**src/rtl/writeback_arbiter.sv**
```systemverilog
// Register-file write-port arbiter: merges 1-cycle ALU results with buffered
// load returns and tracks outstanding loads per destination register.
module writeback_arbiter #(
  parameter int unsigned XLEN     = 32,
  parameter int unsigned RA_W     = 5,
  parameter int unsigned LQ_DEPTH = 2
) (
  input  logic            clk,
  input  logic            reset,
  input  logic            alu_valid,
  input  logic [RA_W-1:0] alu_rd,
  input  logic [XLEN-1:0] alu_data,
  output logic            alu_ready,
  input  logic            ld_issue,
  input  logic [RA_W-1:0] ld_issue_rd,
  input  logic            ld_valid,
  input  logic [RA_W-1:0] ld_rd,
  input  logic [XLEN-1:0] ld_data,
  output logic            ld_ready,
  input  logic [RA_W-1:0] chk_rs1,
  input  logic [RA_W-1:0] chk_rs2,
  output logic            hazard,
  output logic            RegWrite,
  output logic [RA_W-1:0] Rd,
  output logic [XLEN-1:0] Write_data
);

  localparam int unsigned NREG = 1 << RA_W;
  localparam int unsigned PW   = $clog2(LQ_DEPTH);
  localparam int unsigned CW   = $clog2(LQ_DEPTH + 1);

  logic [RA_W-1:0] fifo_rd_q   [LQ_DEPTH];
  logic [XLEN-1:0] fifo_data_q [LQ_DEPTH];
  logic [PW-1:0]   rd_ptr_q, rd_ptr_d, wr_ptr_q, wr_ptr_d;
  logic [CW-1:0]   count_q, count_d;
  logic [NREG-1:0] pend_q, pend_d;
  logic            we_q, we_d;
  logic [RA_W-1:0] rd_q, rd_d;
  logic [XLEN-1:0] data_q, data_d;

  logic full, empty, push, pop, sel_alu;

  // Every decision uses start-of-cycle occupancy, so a full FIFO refuses a
  // push even in the cycle it pops, and a fresh push is never popped at once.
  always_comb begin
    full      = (count_q == CW'(LQ_DEPTH));
    empty     = (count_q == '0);
    ld_ready  = !full;
    alu_ready = !full;
    push      = ld_valid && !full;
    pop       = full || (!alu_valid && !empty);
    sel_alu   = !full && alu_valid;
    hazard    = pend_q[chk_rs1] | pend_q[chk_rs2];
  end

  always_comb begin
    rd_ptr_d = rd_ptr_q;
    wr_ptr_d = wr_ptr_q;
    count_d  = count_q;
    pend_d   = pend_q;
    we_d     = 1'b0;
    rd_d     = rd_q;
    data_d   = data_q;
    if (pop) begin
      rd_ptr_d = rd_ptr_q + 1'b1;
      we_d     = (fifo_rd_q[rd_ptr_q] != '0);
      rd_d     = fifo_rd_q[rd_ptr_q];
      data_d   = fifo_data_q[rd_ptr_q];
      pend_d[fifo_rd_q[rd_ptr_q]] = 1'b0;
    end else if (sel_alu) begin
      we_d   = (alu_rd != '0);
      rd_d   = alu_rd;
      data_d = alu_data;
    end
    if (push) begin
      wr_ptr_d = wr_ptr_q + 1'b1;
    end
    count_d = count_q + CW'(push) - CW'(pop);
    // Issue is applied after the pop clear so a same-cycle re-issue keeps the bit.
    if (ld_issue && ld_issue_rd != '0) begin
      pend_d[ld_issue_rd] = 1'b1;
    end
    pend_d[0] = 1'b0;
  end

  always_ff @(posedge clk) begin
    if (reset) begin
      rd_ptr_q <= '0;
      wr_ptr_q <= '0;
      count_q  <= '0;
      pend_q   <= '0;
      we_q     <= 1'b0;
      rd_q     <= '0;
      data_q   <= '0;
    end else begin
      rd_ptr_q <= rd_ptr_d;
      wr_ptr_q <= wr_ptr_d;
      count_q  <= count_d;
      pend_q   <= pend_d;
      we_q     <= we_d;
      rd_q     <= rd_d;
      data_q   <= data_d;
    end
  end

  always_ff @(posedge clk) begin
    if (!reset && push) begin
      fifo_rd_q[wr_ptr_q]   <= ld_rd;
      fifo_data_q[wr_ptr_q] <= ld_data;
    end
  end

  assign RegWrite   = we_q;
  assign Rd         = rd_q;
  assign Write_data = data_q;

endmodule

```
**config.mk**
```make
export PLATFORM = sky130hd
export DESIGN_NAME = writeback_arbiter
export DESIGN_NICKNAME = d
export VERILOG_FILES = /design/src/rtl/writeback_arbiter.sv
export SDC_FILE = /design/constraint.sdc
export NUM_CORES = 1
export LEC_CHECK = 0
export CELL_PAD_IN_SITES_DETAIL_PLACEMENT = 2
export CELL_PAD_IN_SITES_GLOBAL_PLACEMENT = 2
export CORE_MARGIN = 2
export CORE_UTILIZATION = 33
export DETAILED_ROUTE_END_ITERATION = 8
export PLACE_DENSITY_LB_ADDON = 0.1
export SLEW_MARGIN = 20
export SYNTH_ARGS = -nofsm -noshare
export SYNTH_HDL_FRONTEND = slang
export SYNTH_SLANG_ARGS = --single-unit
```
**constraint.sdc**
```tcl
create_clock -name clk -period 5.21 [get_ports clk]
set_clock_uncertainty 0.2 [all_clocks]
set_input_delay 0.521 -clock clk [delete_from_list [all_inputs] [get_ports clk]]
set_output_delay 0.521 -clock clk [all_outputs]
set_load 0.01 [all_outputs]
```
Word-level counts from Yosys, hierarchy flattened
Memories as Yosys holds them, arrays and structs flattened. A register that Yosys moved wholly into a read port is not among the register bits. Cells that the tools add are included.

Add/subtract/negate cells: 4. Multipliers: 0. Div/mod/pow operators: 0. Magnitude comparators: 6. Equal/unequal tests: 1. Shifts and indexed selects: 0. Mux-type cells: 22. Bitwise gates (word level): 4. Reduce and logical (&&, ||, !) cells: 17.

Operators by type and width (count): 32-bit two-way mux (4); 32-bit bitwise AND (1); 32-bit NOT (1); 32-bit OR (1); 5-bit by 6-bit less-than comparator with 1-bit output (second input constant) (4); 5-bit nonzero test (3); 1-bit two-way mux (12); 1-bit binary-select mux with 5-bit select (2); 1-bit demux with 5-bit select (2); 5-bit by 1-bit greater-or-equal comparator with 1-bit output (second input constant) (2); 5-bit two-way mux (2); 1-bit logical AND (7); 1-bit logical NOT (4); 1-bit adder (second input constant) (2); 2-bit by 1-bit adder with 2-bit output (1); 2-bit == test (second input constant) (1); 2-bit logical NOT (1); 2-bit nonzero test (1); 2-bit by 1-bit subtractor with 2-bit output (1); 1-bit logical OR (1); 1-bit OR (1).

Flip-flop bits (word level): 74. Latch bits: 0. Bits in writable memories: 74. ROM bits: 0. Output and inout bits: 41. Word-level logic and storage cells: 64. Memories kept: 2.

Memories: fifo_data_q (words 2, width 32, read ports 1, clocked after Yosys merged registers in 1, wr ports 1, RTL line 33) `logic [XLEN-1:0] fifo_data_q [LQ_DEPTH];`; fifo_rd_q (words 2, width 5, read ports 1, clocked after Yosys merged registers in 1, wr ports 1, RTL line 32) `logic [RA_W-1:0] fifo_rd_q [LQ_DEPTH];`.

Depth between registers and ports, before layout
Depth in word-level cells: 9. Gate-level depth with buffers: 9. Depth with buffers taken out: 8.

Least setup slack after synthesis
OpenSTA, ideal clock, no wires.

Kind: flip-flop to flip-flop. Start point: register count_q[0]. End point: memory fifo_data_q[1][0], enable pin. Setup time: 0.485 ns. Arrival: 3.539 ns. Required time: 4.525 ns. Slack: 0.986 ns. Cell stages (with the launch flop): 4. Path buffers: 0. Period minus slack after synthesis: 4.224 ns. Path through: dfxtp_1 > nand2b_1 > nand2_1 > nor3b_1.

Cells in the longest elaborated chain, start to end: 6.

RTL lines: start, declared (RTL line 35) `logic [CW-1:0] count_q, count_d;`; start signal, assigned (RTL line 98) `count_q <= count_d;`; 2-bit == test (RTL line 46) `full = (count_q == CW'(LQ_DEPTH));`; 1-bit logical NOT; net alu_ready (RTL line 13) `output logic alu_ready,`; 1-bit logical AND (RTL line 50) `push = ld_valid && !full;`; 1-bit logical AND (RTL line 107) `if (!reset && push) begin`; 1-bit two-way mux (RTL line 107); 1-bit two-way mux (implied by the code) (RTL line 109) `fifo_data_q[wr_ptr_q] <= ld_data;`; end, declared (RTL line 33).

The timed path passes the listed nets, and every way through them passes these cells.

Worst setup path in the final report
Start point: input chk_rs1[1]. End point: output hazard.

Cells in the longest elaborated chain, start to end: 3.

RTL lines: start, declared (RTL line 20) `input logic [RA_W-1:0] chk_rs1,`; 1-bit binary-select mux with 5-bit select (RTL line 53) `hazard = pend_q[chk_rs1] | pend_q[chk_rs2];`; 1-bit two-way mux (implied by the code) (RTL line 53); 1-bit OR (RTL line 53); end, declared (RTL line 22) `output logic hazard,`.

Every way passes these cells. The select of a mux whose other input is x is not followed.

==> flow_summary.ini <==
[status]
status = completed

[cts]
cts_hold_buffers = 0
cts_buffers = 17
cts_buffer_depth = 2
clkSinkCount = 148
path_clk_slew_ns = 0.06
cts_setup_buffers = 0
clkLatencyLatePin_ns = 0.42
cts_resized = 0
cts_tree = built
htree_levels = 4
cts_root_buffer = clkbuf_16

[timing]
finalCriticalPeriod_ns = 3.692
setup_violations = 0
timing.fmax_mhz = 270.9
fin_crit_sh_pct = 70.86
hold_viol = 0
tightest_slew_ns = 0.9370
slew_viol_final = 0
tns_ns = 0
rsz0062_at_grt = no
max_slew_margin_pct = 37.39

[placement]
place.detailed.hpwl_mm = 13.73
gp_congestion = 0.8381
portBuffers = 134

[hold_path]
hold_path_class = reg2reg

[worst_setup_path]
worstPathArrival_ns = 2.97
critical_path_required_ns = 4.49
endpoint_kind = primary output
critical_path_class = in2out
start_kind = input port
cp_max_fo = 9

[logic_synthesis]
synth_top_area_share_pct = 35.08
synth_top_cell_by_area = edfxtp_1
synth_area_leaders = edfxtp_1, dfxtp_1, mux2i_1, nand2_1, a21oi_1
synth_seq_cells = 148
ys_types = 42
syn-instance-count = 570
synth_warnings = 0
synth_nets = 666
synth-seq-area-share_pct = 58.46
syn_area_sq_mm = 0.006335
synth.avg_cell_area_sq_um = 11.11

[final_layout]
syn2layout_area_growth_pct = 34.03
diodes = 0
final_common_cell = clkdlybuf4s50_1
drive_gt1_share_pct = 8.204
nets = 790
layout_common_cells = clkdlybuf4s50_1, nand2_1, edfxtp_1

[drt]
vias_per_cell = 5.294
first_pass_iters = 4
routed_wl_mm = 19.76
antenna_left = 0
drt_iter0_drc = 169
wire_per_inst_microns = 21.00
vias = 4982
drc = 0

[power_and_ir_drop]
powerDensity_mw_per_mm2 = 452.4
p_leak_uw = 0.002845
finalPower_uw = 3841
peakVddDrop_v = 0.0003318

[global_route]
grt_start_max_net_pins = 76
grt_antenna_before_repair = 1
grt.total_usage_pct = 19.96
grt_pass1_vias = 5682
grt_pass1_wl_mm = 30.97
grt-ovfl-total = 0

[floorplan]
die_x_microns = 142.6
ios = 135
start_util_pct = 33.75
die_h_microns = 142.6
rows = 50
die_area_sq_mm = 0.02032
core-area_sq_mm = 0.01877

[flow_run]
cap_violations = 0
## cell families (layout without fill, tap and decap cells)
logic type | after synthesis | count (layout) | share of synthesized area (%)
simple gates | 164 | 164 | 11.04
compound gates | 148 | 148 | 13.69
flops | 148 | 148 | 58.46
mux | 64 | 64 | 12.96
buf+inv | 40 | 177 | 2.903
xor+xnor | 4 | 4 | 0.5531
fa+ha+maj | 2 | 2 | 0.3950
## cell usage after synthesis, drive strengths merged
cell type  number
nand2         115
dfxtp          74
edfxtp         74
a21oi          71
mux2i          46
o211ai         38
o21ai          31
buf            19
clkbuf         18
nor2           15
mux4           12
nand3           9
mux2            6
nand2b          6
nor3            4
or3             4
inv             3
nor2b           3
a2111oi         2
ha              2
nor3b           2
xnor2           2
xor2            2
a221oi          1
a311oi          1
a32o            1
and2            1
and2b           1
nand4           1
nor4            1
nor4bb          1
o22ai           1
o31ai           1
o32ai           1
or4             1
## worst max-delay path, cell delays in order
cell	delay, ns
clkdlybuf4s50_1	0.74
mux4_2	0.56
inv_1	0.06
a2111oi_0	0.08
a2111oi_0	0.37
nand4_1	0.14
clkdlybuf4s50_1	0.50
## per-layer routing
metal | vias up | track usage [%] | share of wire (%)
met1 | 2501 | 23.47 | 42
met2 | 107 | 35.98 | 52
li1 | 2347 | - | -
met5 | - | 0 | 0.066
met4 | 2 | 5.263 | 1.6
met3 | 25 | 5.316 | 4.5
## where the power goes
group	internal, uW	leakage (uW)	switching, uW	total [uW]
Clock	774	0.000290	509	1280
Sequential	1390	0.00129	109	1490
Combinational	479	0.00127	584	1060
## metrics by stage
| step | util, % | instance area, sq um | setup slack, ns | hold slack (ns) | cells |
|---|---|---|---|---|---|
| global placement | 41.97 | 7876 | 1.526 | 0.2393 | 909 |
| finish | 45.24 | 8491 | 1.518 | 0.2554 | 941 |
| detailed placement | 41.97 | 7876 | 1.490 | 0.2487 | 909 |
| floorplan | - | 6335 | 0.9856 | 0.2588 | 570 |
| CTS | 45.24 | 8491 | 1.475 | 0.2578 | 941 |
| global route | 45.24 | 8491 | 1.301 | 0.2619 | 941 |
## registers in the layout, indices dropped and copies added (netlist names), named ones only
name,cells
fifo_data_q,64
Write_data,32
pend_q,31
fifo_rd_q,10
Rd,5
count_q,2
RegWrite,1
rd_ptr_q,1
wr_ptr_q,1
## area by class of cell
cell class / count / area [sq um]
well taps: 234 / 292.8
inverters: 3 / 11.26
fillers: 1920 / 10280
multi-input cells: 382 / 2471
clock buffers: 19 / 442.9
flip-flops and latches: 148 / 3705
clock inverters: 13 / 171.4
repair buffers: 142 / 1396
## final timing paths
kind	from	end	slack (ns)	cells after the start
max	chk_rs1[1]	hazard	1.52	7
min	Write_data[8]	Write_data[8]	0.26	2
max reg2reg	count_q[0]	pend_q[10]	2.35	5
min reg2reg	Write_data[8]	Write_data[8]	0.26	2
Power figures use the tool's default switching activity.
